File: src/rtl/lock_entry_ctrl_if.sv
// Keypad and lock-register signals between the entry controller (slave)
// and its environment (master).
interface lock_entry_ctrl_if;
    logic        keyValid;
    logic [3:0]  keyDigit;
    logic        enterKey;
    logic        changeKey;
    logic [31:0] lockPass;
    logic [31:0] lockBuffer;
    logic        readLock;
    logic        unlock;
    logic        alarm;
    logic [3:0]  digitCount;

    modport master (
        output keyValid, keyDigit, enterKey, changeKey, lockPass,
        input  lockBuffer, readLock, unlock, alarm, digitCount
    );

    modport slave (
        input  keyValid, keyDigit, enterKey, changeKey, lockPass,
        output lockBuffer, readLock, unlock, alarm, digitCount
    );
endinterface

File: src/rtl/lock_entry_ctrl.sv
// Keypad lock controller: code entry and check, timed unlock, password
// change through a three-cycle lock-register write, and timed lockout.
module lock_entry_ctrl #(
    parameter int MAX_TRIES      = 3,
    parameter int UNLOCK_CYCLES  = 8,
    parameter int LOCKOUT_CYCLES = 16
) (
    input  logic             clk,
    input  logic             reset,
    lock_entry_ctrl_if.slave bus
);
    localparam int TMAX = (UNLOCK_CYCLES > LOCKOUT_CYCLES) ? UNLOCK_CYCLES : LOCKOUT_CYCLES;
    localparam int TW   = $clog2(TMAX + 1);
    localparam int FW   = $clog2(MAX_TRIES + 1);

    localparam logic [TW-1:0] T_UNLOCK = TW'(UNLOCK_CYCLES - 1);
    localparam logic [TW-1:0] T_LOCK   = TW'(LOCKOUT_CYCLES - 1);
    localparam logic [FW-1:0] FAIL_MAX = FW'(MAX_TRIES);

    typedef enum logic [3:0] {
        IDLE, ENTRY, CHECK, OPEN, CHG_NEW, WR_SETUP, WR_DATA, WR_DONE, LOCKOUT
    } state_t;

    state_t        state_q, state_d;
    logic [31:0]   entry_q, entry_d;
    logic [3:0]    cnt_q, cnt_d;
    logic [FW-1:0] fail_q, fail_d, fail_inc;
    logic [TW-1:0] timer_q, timer_d;
    logic [31:0]   lock_buf_q, lock_buf_d;
    logic          read_lock_q, read_lock_d;
    logic          unlock_q, unlock_d;
    logic          alarm_q, alarm_d;
    logic          capture;

    always_comb begin
        state_d     = state_q;
        entry_d     = entry_q;
        cnt_d       = cnt_q;
        fail_d      = fail_q;
        timer_d     = (timer_q != '0) ? timer_q - 1'b1 : '0;
        lock_buf_d  = lock_buf_q;
        read_lock_d = read_lock_q;
        unlock_d    = unlock_q;
        alarm_d     = alarm_q;
        fail_inc    = (fail_q == FAIL_MAX) ? fail_q : fail_q + 1'b1;
        capture     = bus.keyValid && (cnt_q != 4'd8);

        case (state_q)
            IDLE: begin
                // First digit lands in a freshly cleared register.
                if (bus.keyValid) begin
                    state_d = ENTRY;
                    entry_d = {28'd0, bus.keyDigit};
                    cnt_d   = 4'd1;
                    timer_d = '0;
                end
            end
            ENTRY: begin
                if (bus.enterKey) begin
                    state_d = CHECK;
                    timer_d = '0;
                end else if (capture) begin
                    entry_d = {entry_q[27:0], bus.keyDigit};
                    cnt_d   = cnt_q + 4'd1;
                end
            end
            CHECK: begin
                entry_d = '0;
                cnt_d   = '0;
                if (entry_q == bus.lockPass) begin
                    state_d  = OPEN;
                    fail_d   = '0;
                    unlock_d = 1'b1;
                    timer_d  = T_UNLOCK;
                end else begin
                    fail_d = fail_inc;
                    if (fail_inc == FAIL_MAX) begin
                        state_d = LOCKOUT;
                        alarm_d = 1'b1;
                        timer_d = T_LOCK;
                    end else begin
                        state_d = IDLE;
                        timer_d = '0;
                    end
                end
            end
            OPEN: begin
                if (bus.changeKey) begin
                    state_d  = CHG_NEW;
                    unlock_d = 1'b0;
                    entry_d  = '0;
                    cnt_d    = '0;
                    timer_d  = '0;
                end else if (timer_q == '0) begin
                    state_d  = IDLE;
                    unlock_d = 1'b0;
                end
            end
            CHG_NEW: begin
                if (bus.enterKey) begin
                    if (cnt_q != 4'd0) begin
                        state_d     = WR_SETUP;
                        read_lock_d = 1'b0;
                        timer_d     = '0;
                    end
                end else if (capture) begin
                    entry_d = {entry_q[27:0], bus.keyDigit};
                    cnt_d   = cnt_q + 4'd1;
                end
            end
            // Data follows the write enable by one cycle so the register sees a setup cycle.
            WR_SETUP: begin
                state_d    = WR_DATA;
                lock_buf_d = entry_q;
            end
            WR_DATA: begin
                state_d     = WR_DONE;
                read_lock_d = 1'b1;
            end
            WR_DONE: state_d = IDLE;
            LOCKOUT: begin
                if (timer_q == '0) begin
                    state_d = IDLE;
                    alarm_d = 1'b0;
                    fail_d  = '0;
                end
            end
            default: state_d = IDLE;
        endcase
    end

    always_ff @(posedge clk) begin
        if (reset) begin
            state_q     <= IDLE;
            entry_q     <= '0;
            cnt_q       <= '0;
            fail_q      <= '0;
            timer_q     <= '0;
            lock_buf_q  <= '0;
            read_lock_q <= 1'b1;
            unlock_q    <= 1'b0;
            alarm_q     <= 1'b0;
        end else begin
            state_q     <= state_d;
            entry_q     <= entry_d;
            cnt_q       <= cnt_d;
            fail_q      <= fail_d;
            timer_q     <= timer_d;
            lock_buf_q  <= lock_buf_d;
            read_lock_q <= read_lock_d;
            unlock_q    <= unlock_d;
            alarm_q     <= alarm_d;
        end
    end

    assign bus.lockBuffer = lock_buf_q;
    assign bus.readLock   = read_lock_q;
    assign bus.unlock     = unlock_q;
    assign bus.alarm      = alarm_q;
    assign bus.digitCount = cnt_q;
endmodule

File: src/flat_wrapper.sv
// flat-port wrapper written by rule: the top's interface ports become plain ports
module lock_entry_ctrl_flat 
#(
    parameter int MAX_TRIES      = 3,
    parameter int UNLOCK_CYCLES  = 8,
    parameter int LOCKOUT_CYCLES = 16
)
  (clk, reset, bus_keyValid, bus_keyDigit, bus_enterKey, bus_changeKey, bus_lockPass, bus_lockBuffer, bus_readLock, bus_unlock, bus_alarm, bus_digitCount);
  lock_entry_ctrl_if bus_i ();
  input  logic clk;
  input  logic reset;
  input wire logic [$bits(bus_i.keyValid)-1:0] bus_keyValid;
  input wire logic [$bits(bus_i.keyDigit)-1:0] bus_keyDigit;
  input wire logic [$bits(bus_i.enterKey)-1:0] bus_enterKey;
  input wire logic [$bits(bus_i.changeKey)-1:0] bus_changeKey;
  input wire logic [$bits(bus_i.lockPass)-1:0] bus_lockPass;
  output wire logic [$bits(bus_i.lockBuffer)-1:0] bus_lockBuffer;
  output wire logic [$bits(bus_i.readLock)-1:0] bus_readLock;
  output wire logic [$bits(bus_i.unlock)-1:0] bus_unlock;
  output wire logic [$bits(bus_i.alarm)-1:0] bus_alarm;
  output wire logic [$bits(bus_i.digitCount)-1:0] bus_digitCount;
  assign bus_i.keyValid = bus_keyValid;
  assign bus_i.keyDigit = bus_keyDigit;
  assign bus_i.enterKey = bus_enterKey;
  assign bus_i.changeKey = bus_changeKey;
  assign bus_i.lockPass = bus_lockPass;
  assign bus_lockBuffer = bus_i.lockBuffer;
  assign bus_readLock = bus_i.readLock;
  assign bus_unlock = bus_i.unlock;
  assign bus_alarm = bus_i.alarm;
  assign bus_digitCount = bus_i.digitCount;
  lock_entry_ctrl #(.MAX_TRIES(MAX_TRIES), .UNLOCK_CYCLES(UNLOCK_CYCLES), .LOCKOUT_CYCLES(LOCKOUT_CYCLES)) u_core (.clk(clk), .reset(reset), .bus(bus_i));
endmodule
File: config.mk
export PLATFORM = sky130hd
export DESIGN_NAME = lock_entry_ctrl_flat
export DESIGN_NICKNAME = d
export VERILOG_FILES = /design/src/rtl/lock_entry_ctrl_if.sv /design/src/rtl/lock_entry_ctrl.sv /design/src/flat_wrapper.sv
export SDC_FILE = /design/constraint.sdc
export NUM_CORES = 1
export LEC_CHECK = 0
export ABC_AREA = 0
export BUFFER_PORTS_ARGS = -buffer_cell sky130_fd_sc_hd__buf_4
export CAP_MARGIN = 20
export CORE_MARGIN = 3
export CORE_UTILIZATION = 48
export DETAILED_ROUTE_END_ITERATION = 6
export GPL_TIMING_DRIVEN = 0
export HOLD_SLACK_MARGIN = 0.05
export PLACE_DENSITY = 0.84
export RECOVER_POWER = 100
export SYNTH_ARGS = -nofsm -noshare
export SYNTH_HDL_FRONTEND = slang
export SYNTH_SLANG_ARGS = --single-unit
File: constraint.sdc
create_clock -name clk -period 1.9 [get_ports clk]
set_clock_uncertainty 0.2 [all_clocks]
set_input_delay 0.285 -clock clk [delete_from_list [all_inputs] [get_ports clk]]
set_output_delay 0.285 -clock clk [all_outputs]
set_load 0.005 [all_outputs]
* After elaboration in Yosys (flattened, before gate mapping) *
Index checks and enable logic that the tools add are counted.

word-level totals
  bits in registers = 82
  input port bits = 41
  output and inout bits = 39
  word-level logic and storage cells = 92

operators by class
  $add $sub $neg = 3
  equality and inequality tests = 23
  muxes and demuxes = 41
  reductions and logical operators = 16

operators with widths
  operator             number
  $mux 32              4
  $pmux 32 s4          1
  $mux 4               12
  $mux 5               7
  $eq 32x32->1         1
  $pmux 4 s8           1
  $pmux 5 s5           1
  $pmux 4 s4           1
  $eq 4x3->1 const B   3
  $ne 2x2->1 const B   6
  $ne 2x1->1 const B   5
  $eq 4x2->1 const B   2
  $reduce_and 4->1     2
  $reduce_bool 4->1    2
  $mux 1               7
  $mux 2               3
  $pmux 1 s2           3
  $reduce_and 3->1     2
  $reduce_bool 2->1    3
  $logic_not 5->1      1
  $reduce_and 5->1     1
  $reduce_bool 5->1    1
  $sub 5x1->5 const B  1
  $add 4x1->4 const B  1
  11 further kinds     12

* Logic depth before layout (Yosys ltp) *
  depth in word-level cells = 6
  gate-level depth with buffers = 9
  mapped depth without buffers = 7

* Worst setup path after synthesis *
OpenSTA, ideal clock, no wires.

  path type = register to register
  from = reg u_core.cnt_q[0] (netlist: u_core.bus.digitCount[0])
  to = reg u_core.entry_q[10]
  setup time = 128 ps
  arrival = 1537 ps
  data required time = 1572 ps
  slack = 35 ps
  stages on the path, launching flop included = 10
  path buffers = 2
  period minus slack after synthesis = 1865 ps
  path through = dfxtp_1 -> inv_1 -> ha_1 -> nand3b_1 -> and3_1 -> o211ai_4 -> buf_6 -> buf_2 -> a22oi_1 -> nor2_1

on the way
  longest elaborated chain between the ends = 4

ends and longest elaborated chain
  element                            line                    text
  start, declared                    lock_entry_ctrl.sv:26   logic [3:0] cnt_q, cnt_d;
  start signal, assigned             lock_entry_ctrl.sv:146  cnt_q <= cnt_d;
  $ne 4x4->1                         lock_entry_ctrl.sv:46   capture = bus.keyValid && (cnt_q != 4'd8);
  $logic_and 1x1->1                  lock_entry_ctrl.sv:46
  $ne 2x1->1 (no source line)        --
  $reduce_and 5->1 (no source line)  --
  end signal, assigned               lock_entry_ctrl.sv:145  entry_q <= entry_d;
  end, declared                      lock_entry_ctrl.sv:25   logic [31:0] entry_q, entry_d;

No other way between the ends.
A chain may end at the register's enable or synchronous reset.

* Worst setup path in the final report *
  from = reg u_core.state_q[1]
  to = reg u_core.entry_q[3]

on the way
  longest elaborated chain between the ends = 4
  elaborated cells on any way between the ends = 13
  classes of those cells = eq/ne (8); mux (1); reduce/logical (4)

ends and longest elaborated chain
  element                                                    line                    text
  start, declared                                            lock_entry_ctrl.sv:24   state_t state_q, state_d;
  start signal, assigned                                     lock_entry_ctrl.sv:144  state_q <= state_d;
  $eq 4x1->1 or $eq 4x3->1 (tied branches)                   lock_entry_ctrl.sv:48   case (state_q)
  $reduce_or 2->1 (no source line)                           --
  $ne 2x1->1 (no source line), or another cell as far along  --
  $reduce_and 5->1 (no source line)                          --

Parallel ways exist; a longest one is shown, timed or not.

==> impl_results.md <==
* Buf+Inv Stages, Crit Path at 1
* CP delay by family, top: compound AO/OA/AOI/OAI gates
* Status: finished, violations left
* Crit end category: flip-flop
* All-Layer GR Usage at 23.9%
* Max FO, Critical Path at 6
* Synth top area share at 46.0%
* CTS Root Cell: clkbuf_8
* Fillers at 489
* Number of vias per cell at 5.69
* Lkg Pwr at 1.96 nW
* Mapped Area at 3570 um^2
* Die X at 92.3 um
* Global-route wire length before repair at 16100 um
* Number of flops mapped to enable cells by yosys at 0
* CP Cell Sequence: buf_6 -> a21o_1 -> a21oi_4 -> o211ai_2 -> or3b_1 -> a21oi_1
* Core Util, Final at 70.9%
* Placeable Area at 7020 um^2
* Fin crit share at 102%
* Footprint of the multi-input gates at 2040 um^2
* Initial antenna violation count at 0
* Clk Latency, worst-skew pair at 360 ps
* Largest net degree at the start of global routing at 14
* Initial Util at 50.9%
* Buffers on Ports at 79
* Routed Antenna Nets at 0
* Pwr dens at 726 nW/um^2
* Max Cap Violations at 0
* Worst slew margin at 68.9%
* Final WS setup at -34.2 ps
* Main synth FF type: dfxtp_1
* Die area at 8510 um^2
* Top cells by area, synth: dfxtp_1, nand2_1, xor2_1, a21oi_1, a22oi_1
* Syn Inst Count at 420
* Vias at 3575
* Pins Over Slew Limit at 0
* Drt total wl at 11200 um
* Grt ovf at 0
* Crit-path slowest cell: or3b_1
* Most common cell in the synthesized netlist: dfxtp_1
* Register area share after synthesis at 46.0%
* Chip Height at 92.3 um
* WP data required at 1970 ps
* Area Growth Syn to Fin at 39.4%
* Final Non-Filler Cells at 628
* H-tree depth at 3
* Total CTS buffers at 9
* Yosys cell types at 49
* Failing checks: negative setup slack
* Maximum vdd drop at 0.000522 V
* GP Congestion at 0.909
* Peak Freq at 517 MHz
* Nets at 571
* HPWL after detailed placement at 7290 um
* Setup TNS at -122 ps
* Final min period at 1930 ps
* Max Root-Sink Buffers at 2
* DR DRC count at 0
* Setup-failing EPs final at 8
* Rows at 30
* Slowest Stage Delay on Critical Path at 410 ps
* Worst hold path class: primary input to flip-flop
* Share of cells above drive strength 1 at 37.4%
* Synth warn at 0
* Vias in the first global route at 3421
* CP Data Arrival Time at 2010 ps
* Startpoint Class: flip-flop
* Post-synthesis area per instance at 8.50 um^2
* Crit path kind: flip-flop to flip-flop
* Worst-path clk slew at 80 ps
* I/O Pins at 80
* DR iter-0 viols at 300
* Asr flop ratio synth at 0%
* Slew @ Worst Pin at 466 ps
* Area leader, netlist: dfxtp_1
* Unrepaired setup endpoints after global routing: true
* Synth Register Bits at 82
* Num Clock Sinks at 82
* CTS tree: yes
* Avg WL per Cell at 17.8 um
* Antenna Cells at 0
* Register area at 1680 um^2
* Final Hold Viols at 0
* 1st-pass router iterations at 5
* Placed cell count at 595
* Fin Hold WS at 73.9 ps
* Syn Nets at 464
* Commonest cells in the netlist: dfxtp_1, nand2_1, a21oi_1, nor2_1, xor2_1
## path summary, 6_finish.rpt
| check | from | end | slack [ps] | depth (start not counted) |
|---|---|---|---|---|
| worst min register to register | u_core.bus.lockBuffer[1]$_SDFFE_PP0P_ | u_core.bus.lockBuffer[1]$_SDFFE_PP0P_ | 260 | 2 |
| worst min-delay path | bus_enterKey | u_core.state_q[0]$_SDFFE_PP0P_ | 70 | 3 |
| worst max-delay path | u_core.state_q[1]$_SDFFE_PP0P_ | u_core.entry_q[3]$_SDFFE_PP0P_ | -30 | 6 |
| worst max register to register | u_core.state_q[1]$_SDFFE_PP0P_ | u_core.entry_q[3]$_SDFFE_PP0P_ | -30 | 6 |
## final cells by class
class / instances / share of cell area (%)
Buffer: 24 / 3.24
Clock buffer: 11 / 2.64
Clock inverter: 5 / 1.11
Inverter: 9 / 0.679
Multi-Input combinational cell: 303 / 41.0
Sequential cell: 82 / 33.8
Tap cell: 96 / 2.41
Timing Repair Buffer: 98 / 15.2
## power breakdown
part	internal (mW)	switching, mW	total, mW	leakage (nW)
sequential	1.74	0.0420	1.78	0.672
combinational	0.275	0.332	0.607	1.20
clock	0.603	0.619	1.22	0.0893
## worst reg2reg max path: cells and delay by family (launching register included)
family                 cells  cell delay (ps)
AOI/OAI and AO/OA          4              770
DFF                        1              340
and+or+nand+nor            1              410
buffers and inverters      1              140
## per-layer routing
metal / GRT usage, % / vias to the layer above / share of wire [%]
met1: 29.1 / 1710 / 40
li1: - / 1667 / -
met5: 0 / - / 0
met3: 6.40 / 34 / 6.7
met2: 39.8 / 164 / 50
met4: 10.3 / 0 / 3.6
## cells by family after synthesis
family	count (synthesis)	synth area share [%]
AOI/OAI and AO/OA	101	18.6
xor gates and xnor gates	34	8.34
adders and majority gates	3	1.05
buffers and inverters	36	4.41
DFF	82	46.0
and+or+nand+nor	164	21.6
## sequential cells by signal (all words and copies together) (netlist names)
| register | count |
|---|---|
| u_core.bus.lockBuffer | 32 |
| u_core.entry_q | 32 |
| u_core.timer_q | 5 |
| u_core.bus.digitCount | 4 |
| u_core.state_q | 4 |
| u_core.fail_q | 2 |
| u_core.bus.alarm | 1 |
| u_core.bus.readLock | 1 |
| u_core.bus.unlock | 1 |
## placed cells by master (no fill, tap or decap), drive strengths merged, types with 4 or more instances in the layout
cell type / count
dfxtp: 82
nand2: 77
buf: 69
clkbuf: 63
a21oi: 47
nor2: 36
xor2: 33
a22oi: 30
inv: 9
nor4: 8
o21ai: 7
nand3: 5
or3b: 5
or3: 4
nand2b: 4
nor2b: 4
## per-stage QoR
stage | power (mW) | area (um^2) | setup slack (ps)
floorplan | 2.09 | 3570 | 35.0
global placement | 2.25 | 4280 | -226
detailed placement | 2.25 | 4280 | -253
CTS | 3.48 | 4630 | 1.48
global route | 3.73 | 4980 | -101
finish | 3.61 | 4980 | -34.2
## repair_timing
| action | CTS | global route |
|---|---|---|
| endpoints found under the hold margin | 1 | 0 |
| gates resized for setup | 39 | 75 |
| setup buffers | 5 | 13 |
| cloned | 0 | 1 |
| setup endpoints to repair | 76 | 79 |
| pin swaps | 4 | 24 |
| hold buffers | 1 | 0 |
Note: power is estimated with default switching activity, not from simulation.
